**src/rtl/uart_rx.sv**
```systemverilog
// rtl/uart_rx.sv - oversampling 8N1 UART receiver, LSB first, one-cycle result strobes.
// Define UART_RX_PARITY_EN to insert a parity bit (PARITY_ODD selects odd/even) before the stop bit.
module uart_rx #(
   parameter int OVERSAMPLING = 8,
   parameter int DATA_BITS    = 8,
   parameter int PARITY_ODD   = 0
) (
   input  logic                 sysclk_in,
   input  logic                 rst_in,
   input  logic                 baudpulse_in,
   input  logic                 rx_serial_in,
   output logic [DATA_BITS-1:0] rx_data_out,
   output logic                 rx_done_out,
   output logic                 rx_busy_out,
   output logic                 rx_frame_err_out,
   output logic                 rx_parity_err_out
);

   localparam int TW = $clog2(OVERSAMPLING);
   localparam int BW = $clog2(DATA_BITS);

   localparam logic [TW-1:0] TICK_MID = TW'(OVERSAMPLING / 2 - 1);
   localparam logic [TW-1:0] TICK_END = TW'(OVERSAMPLING - 1);
   localparam logic [BW-1:0] BIT_LAST = BW'(DATA_BITS - 1);
   localparam logic          PAR_ODD  = (PARITY_ODD != 0);

`ifdef UART_RX_PARITY_EN
   localparam logic PAR_EN = 1'b1;
`else
   localparam logic PAR_EN = 1'b0;
`endif

   localparam logic [2:0] IDLE     = 3'd0;
   localparam logic [2:0] START    = 3'd1;
   localparam logic [2:0] DATA     = 3'd2;
   localparam logic [2:0] PARITY   = 3'd3;
   localparam logic [2:0] STOP     = 3'd4;
   localparam logic [2:0] BRK_WAIT = 3'd5;

   logic                 sync1_q, sync1_d;
   logic                 sync2_q, sync2_d;
   logic [2:0]           state_q, state_d;
   logic [TW-1:0]        tick_q, tick_d;
   logic [BW-1:0]        bit_idx_q, bit_idx_d;
   logic [DATA_BITS-1:0] shift_q, shift_d;
   logic                 par_bad_q, par_bad_d;
   logic [DATA_BITS-1:0] data_q, data_d;
   logic                 done_q, done_d;
   logic                 ferr_q, ferr_d;
   logic                 perr_q, perr_d;
   logic                 line;

   assign line = sync2_q;

   always_comb begin
      sync1_d   = rx_serial_in;
      sync2_d   = sync1_q;
      state_d   = state_q;
      tick_d    = tick_q;
      bit_idx_d = bit_idx_q;
      shift_d   = shift_q;
      par_bad_d = par_bad_q;
      data_d    = data_q;
      done_d    = 1'b0;
      ferr_d    = 1'b0;
      perr_d    = 1'b0;

      if (baudpulse_in) begin
         case (state_q)
            IDLE: begin
               if (!line) begin
                  tick_d  = '0;
                  state_d = START;
               end
            end
            START: begin
               if (tick_q == TICK_MID) begin
                  if (line) begin
                     state_d = IDLE;
                  end else begin
                     tick_d    = '0;
                     bit_idx_d = '0;
                     par_bad_d = 1'b0;
                     state_d   = DATA;
                  end
               end else begin
                  tick_d = tick_q + TW'(1);
               end
            end
            DATA: begin
               if (tick_q == TICK_END) begin
                  shift_d[bit_idx_q] = line;
                  tick_d             = '0;
                  bit_idx_d          = bit_idx_q + BW'(1);
                  if (bit_idx_q == BIT_LAST) begin
                     state_d = PAR_EN ? PARITY : STOP;
                  end
               end else begin
                  tick_d = tick_q + TW'(1);
               end
            end
            PARITY: begin
               if (tick_q == TICK_END) begin
                  par_bad_d = line ^ (^shift_q) ^ PAR_ODD;
                  tick_d    = '0;
                  state_d   = STOP;
               end else begin
                  tick_d = tick_q + TW'(1);
               end
            end
            STOP: begin
               if (tick_q == TICK_END) begin
                  tick_d = '0;
                  // A low stop bit wins over any parity verdict.
                  if (line) begin
                     if (PAR_EN && par_bad_q) begin
                        perr_d = 1'b1;
                     end else begin
                        data_d = shift_q;
                        done_d = 1'b1;
                     end
                     state_d = IDLE;
                  end else begin
                     ferr_d  = 1'b1;
                     state_d = BRK_WAIT;
                  end
               end else begin
                  tick_d = tick_q + TW'(1);
               end
            end
            BRK_WAIT: begin
               if (line) begin
                  state_d = IDLE;
               end
            end
            default: begin
               state_d = IDLE;
            end
         endcase
      end
   end

   always_ff @(posedge sysclk_in) begin
      if (rst_in) begin
         sync1_q   <= 1'b1;
         sync2_q   <= 1'b1;
         state_q   <= IDLE;
         tick_q    <= '0;
         bit_idx_q <= '0;
         shift_q   <= '0;
         par_bad_q <= 1'b0;
         data_q    <= '0;
         done_q    <= 1'b0;
         ferr_q    <= 1'b0;
         perr_q    <= 1'b0;
      end else begin
         sync1_q   <= sync1_d;
         sync2_q   <= sync2_d;
         state_q   <= state_d;
         tick_q    <= tick_d;
         bit_idx_q <= bit_idx_d;
         shift_q   <= shift_d;
         par_bad_q <= par_bad_d;
         data_q    <= data_d;
         done_q    <= done_d;
         ferr_q    <= ferr_d;
         perr_q    <= perr_d;
      end
   end

   assign rx_data_out       = data_q;
   assign rx_done_out       = done_q;
   assign rx_busy_out       = (state_q != IDLE);
   assign rx_frame_err_out  = ferr_q;
   assign rx_parity_err_out = perr_q;

endmodule
```
**config.mk**
```make
export PLATFORM = sky130hd
export DESIGN_NAME = uart_rx
export DESIGN_NICKNAME = d
export VERILOG_FILES = /design/src/rtl/uart_rx.sv
export SDC_FILE = /design/constraint.sdc
export NUM_CORES = 1
export LEC_CHECK = 0
export BUFFER_PORTS_ARGS = -buffer_cell sky130_fd_sc_hd__clkbuf_2
export CELL_PAD_IN_SITES_DETAIL_PLACEMENT = 2
export CELL_PAD_IN_SITES_GLOBAL_PLACEMENT = 2
export CORE_UTILIZATION = 35
export CTS_CLUSTER_DIAMETER = 120
export DETAILED_ROUTE_END_ITERATION = 12
export MAX_ROUTING_LAYER = met4
export PLACE_DENSITY_LB_ADDON = 0.05
export SYNTH_ARGS = -nofsm -noshare
export SYNTH_HDL_FRONTEND = slang
export SYNTH_SLANG_ARGS = --single-unit
```
**constraint.sdc**
```tcl
create_clock -name sysclk_in -period 2 [get_ports sysclk_in]
set_input_delay 0.5 -clock sysclk_in [delete_from_list [all_inputs] [get_ports sysclk_in]]
set_output_delay 0.5 -clock sysclk_in [all_outputs]
set_load 0.005 [all_outputs]
```
# Word-level counts from Yosys, hierarchy flattened
# Index checks and enable logic that the tools add are counted.
# Widths: inputs -> output; s select.
# totals
register_bits	29
inputBits	4
output_inout_bits	12
wordCells	67
# op_classes
n_bitwise	3
mux	23
reduce_logical	12
addsub	2
n_eq_ne	16
order_cmp	2
# op_table
operator	n
$mux 3	14
$pmux 3 s6	1
$ne 2x2->1 const B	8
$eq 3x3->1 const B	4
$eq 3x2->1 const B	3
$pmux 3 s3	1
$bwmux 8	1
$reduce_and 8->1	1
$add 3x1->3 const B	2
$pmux 3 s2	1
$reduce_bool 3->1	2
$reduce_and 5->1	1
$lt 3x4->1 const B	1
$reduce_and 4->1	1
$reduce_or 4->1	1
$demux 1 s3	1
$eq 3x1->1 const B	1
$ge 3x1->1 const B	1
$logic_not 3->1	1
$mux 1	3
$not 1->1	3
$reduce_and 3->1	1
$reduce_or 3->1	1
$mux 2	1
other kinds (3)	3

# Longest topological paths before layout
# depth
word_depth	5
ltp_mapped	8
depth_no_buf	6

# Worst setup path after synthesis
# OpenSTA, ideal clock, no wires.
# synth_path
path_kind	reg-to-reg
from	register tick_q[0]
to	register data_q[1], in the netlist rx_data_out[1]
slack_ns	0.284
arrival_time_ns	1.588
n_path_buf	2
setup_time_ns	0.128
synth_period_minus_slack_ns	1.716
stages_incl_launch_ff	9
t_required_ns	1.872
path_cell_list	dfxtp_1 -> ha_1 -> ha_1 -> and3b_1 -> buf_4 -> and3_1 -> buf_6 -> mux2i_1 -> nor2_1
# synth_between
elab_chain_cells	2
# synth_lines
item	line	source
start: declaration	43	logic [TW-1:0] tick_q, tick_d;
start signal: assignment	160	tick_q <= tick_d;
$eq 3x3->1	112	if (tick_q == TICK_END) begin
$reduce_and 4->1 (no line)	-	
end signal: assignment	164	data_q <= data_d;
end: declaration	47	logic [DATA_BITS-1:0] data_q, data_d;
# No other way between the ends.
# A chain may end at the register's enable or synchronous reset.

# Worst setup path after layout
# layout_path
from	register tick_q[0]
to	register data_q[3], in the netlist rx_data_out[3]
# Same word-level chain as after synthesis.

==> flow_summary.json <==
{
  "status": "completed",
  "syn_area_per_cell_um2": 9.31,
  "max_freq_mhz": 551,
  "critPathLaunchType": "flip-flop",
  "combPwrFrac_pct": 4.5,
  "synth_area_leader_cell": "dfxtp_1",
  "setup-tns-final_ns": 0,
  "core_area_mm2": 0.00400,
  "grt_pass1_wl_mm": 6.04,
  "die_area_mm2": 0.00444,
  "synth-edff-count": 0,
  "clock_skew_ns": 0.00533,
  "maxSlewHeadroom_pct": 60.6,
  "drt_wl_total_mm": 3.60,
  "syn_to_final_growth_pct": 14.8,
  "wl_per_cell_um": 16.2,
  "dieHeight_um": 66.6,
  "rsz0062_at_grt": "no",
  "fin_crit_sh_pct": 90.8,
  "die_w_um": 66.6,
  "worstHoldStart": "rx_serial_in",
  "critical_path_arrival_ns": 1.98,
  "grt_util_all_layers_pct": 19.2,
  "multi_input_area_um2": 815,
  "setup_violations": 0,
  "synth.net_count": 167,
  "drtAntennaViolNets": 0,
  "h-tree-depth": 2,
  "synth-seq-cells": 29,
  "p_sw_uw": 276,
  "finalHoldViolCount": 0,
  "fillCellCount": 456,
  "synth_cell_types": 43,
  "endpoint_kind": "flip-flop",
  "r2r_start": "tick_q[0]",
  "criticalPathCategory": "flip-flop to flip-flop",
  "final_core_util_pct": 41.9,
  "min_path_type": "primary input to flip-flop",
  "ios": 16,
  "cts_hold_buffers": 0,
  "maxCapViolations": 0,
  "yosysSeqAreaShare_pct": 39.7,
  "register_area_um2": 581,
  "antenna_cells": 0,
  "fp-row-count": 23,
  "clk_pin_slew_worst_paths_ns": 0.06,
  "drive_gt1_share_pct": 16.9,
  "syn_area_mm2": 0.00146,
  "cts_buffer_depth": 2,
  "gp_congestion": 0.750,
  "port_buffers": 14,
  "holdWs_ns": 0.399,
  "overflow": 0,
  "insertion_delay_ns": 0.28,
  "final-max-slew-violation-count": 0,
  "synth_flop_cell": "dfxtp_1",
  "cts_tree": "yes",
  "grt_max_degree": 25,
  "swShare_pct": 21.4,
  "cts_buffers": 5,
  "grt_antenna_before_repair": 0,
  "via_count": 1187,
  "syn-instance-count": 157,
  "clkPwrFrac_pct": 49.3,
  "critPathMaxFanout": 9,
  "crit_start": "tick_q[0]",
  "grt_pass1_vias": 1212,
  "power.internal_uw": 1010,
  "synthTopCellsByArea": "dfxtp_1 40%, mux2i_1 11%, nor2_1 5.7%",
  "p_leak_uw": 0.000683,
  "post-synth-top-area-fraction_pct": 39.7,
  "initial_core_util_pct": 36.5,
  "async_reset_ff_share_pct": 0,
  "cts.sinks": 29,
  "drt_iter0_drc": 37,
  "period_needed_ns": 1.82,
  "yosysWarnings": 0,
  "viasPerCell": 5.35,
  "vdd_drop_max_mv": 0.499,
  "cts_root_buf": "clkbuf_8",
  "dp_hpwl_mm": 2.56,
  "power_frac_seq_pct": 46.2,
  "final_nets": 181,
  "dr.pass1.iters": 4,
  "required_ns": 2.17,
  "worstMarginPinSlew_ns": 0.590,
  "drc": 0,
  "p_per_area_mw_per_mm2": 769
}
[stage by stage]
step	worst slack, ns	cells	cell area (um2)	total power [uW]
6_report	0.185	222	1680	1290
5_1_grt	0.00409	222	1680	1340
4_1_cts	0.0711	222	1680	1300
3_5_place_dp	0.0934	214	1560	668
3_3_place_gp	0.225	214	1560	663
2_1_floorplan	0.284	157	1460	647
[power groups by stage]
stage | Clock (uW) | Sequential, uW | Combinational, uW
6_report | 636 | 596 | 58.1
5_1_grt | 674 | 597 | 65.2
4_1_cts | 649 | 596 | 59.2
3_5_place_dp | 0 | 609 | 58.7
3_3_place_gp | 0 | 608 | 54.7
2_1_floorplan | 0 | 600 | 47.5
[registers in the layout, summed over array words and instances, names as in the netlist]
register and flops:
shift_q 8, rx_done_out 1, line 1, tick_q 3, rx_frame_err_out 1, bit_idx_q 3
state_q 3, rx_data_out 8, sync1_q 1
[placed cells by master (no fill, tap or decap), types with 2 or more instances in the layout]
cell type	n
nand2_1	4
nand2b_1	3
clkbuf_8	6
clkbuf_2	14
mux2i_1	16
nand4b_1	3
a21oi_1	5
nor3_1	4
inv_1	3
nand4_1	6
or3b_1	2
or3_1	2
nand3_1	2
a22oi_1	2
o21ai_1	5
nor2_1	22
buf_4	3
o21ai_0	2
or4b_1	2
nor2b_1	6
dfxtp_1	29
or2_1	2
ha_1	5
nor4_2	2
and3b_1	2
[path summary, 6_finish.rpt]
path                     to  slack [ns]  cells after the start
min                 sync1_q        0.40                      2
max reg2reg  rx_data_out[3]        0.18                      7
max          rx_data_out[3]        0.18                      7
min reg2reg            line        0.40                      1
[worst max-delay path: stages (launching register included)]
cell and delay [ns]:
dfxtp_1 0.36, ha_1 0.23, ha_2 0.27, and3b_1 0.20, and3_1 0.16, buf_4 0.21
mux2i_1 0.22, nor2_1 0.06
[final cells by class]
class | instances | area share, %
multi-input cells | 115 | 48.5
clock buffers | 7 | 5.15
inverters | 3 | 0.671
well taps | 50 | 3.73
flip-flops and latches | 29 | 34.6
repair buffers | 17 | 5.52
clock inverters | 1 | 1.79
[timing repair]
action	CTS	global route
buffers inserted	0	0
resized for setup	0	1
setup endpoints to repair	0	5
[cell families after synthesis]
group                    count (synthesis)  synth area share (%)
AND/OR/NAND/NOR                         72                  30.7
flip-flops                              29                  39.7
AO/OA/AOI/OAI                           20                  8.48
multiplexers                            16                  11.0
buffers and inverters                   13                  4.71
adder cells (fa/ha/maj)                  6                  5.14
other                                    1                 0.257
[synthesized netlist by cell type (4+ instances only)]
cell	n
dfxtp_1	29
nor2_1	22
mux2i_1	16
ha_1	6
nand4_1	6
nor2b_1	6
a21oi_1	5
clkbuf_1	5
o21ai_1	5
nand2_1	4
nor3_1	4
[layer usage]
metal | vias up | wire length [um] | GRT usage, %
li1 | 589 | - | -
met1 | 574 | 1790 | 24.2
met2 | 17 | 1660 | 29.0
met3 | 7 | 97 | 5.65
met4 | 0 | 55 | 6.38
met5 | - | 0 | -
Power figures use the tool's default switching activity.
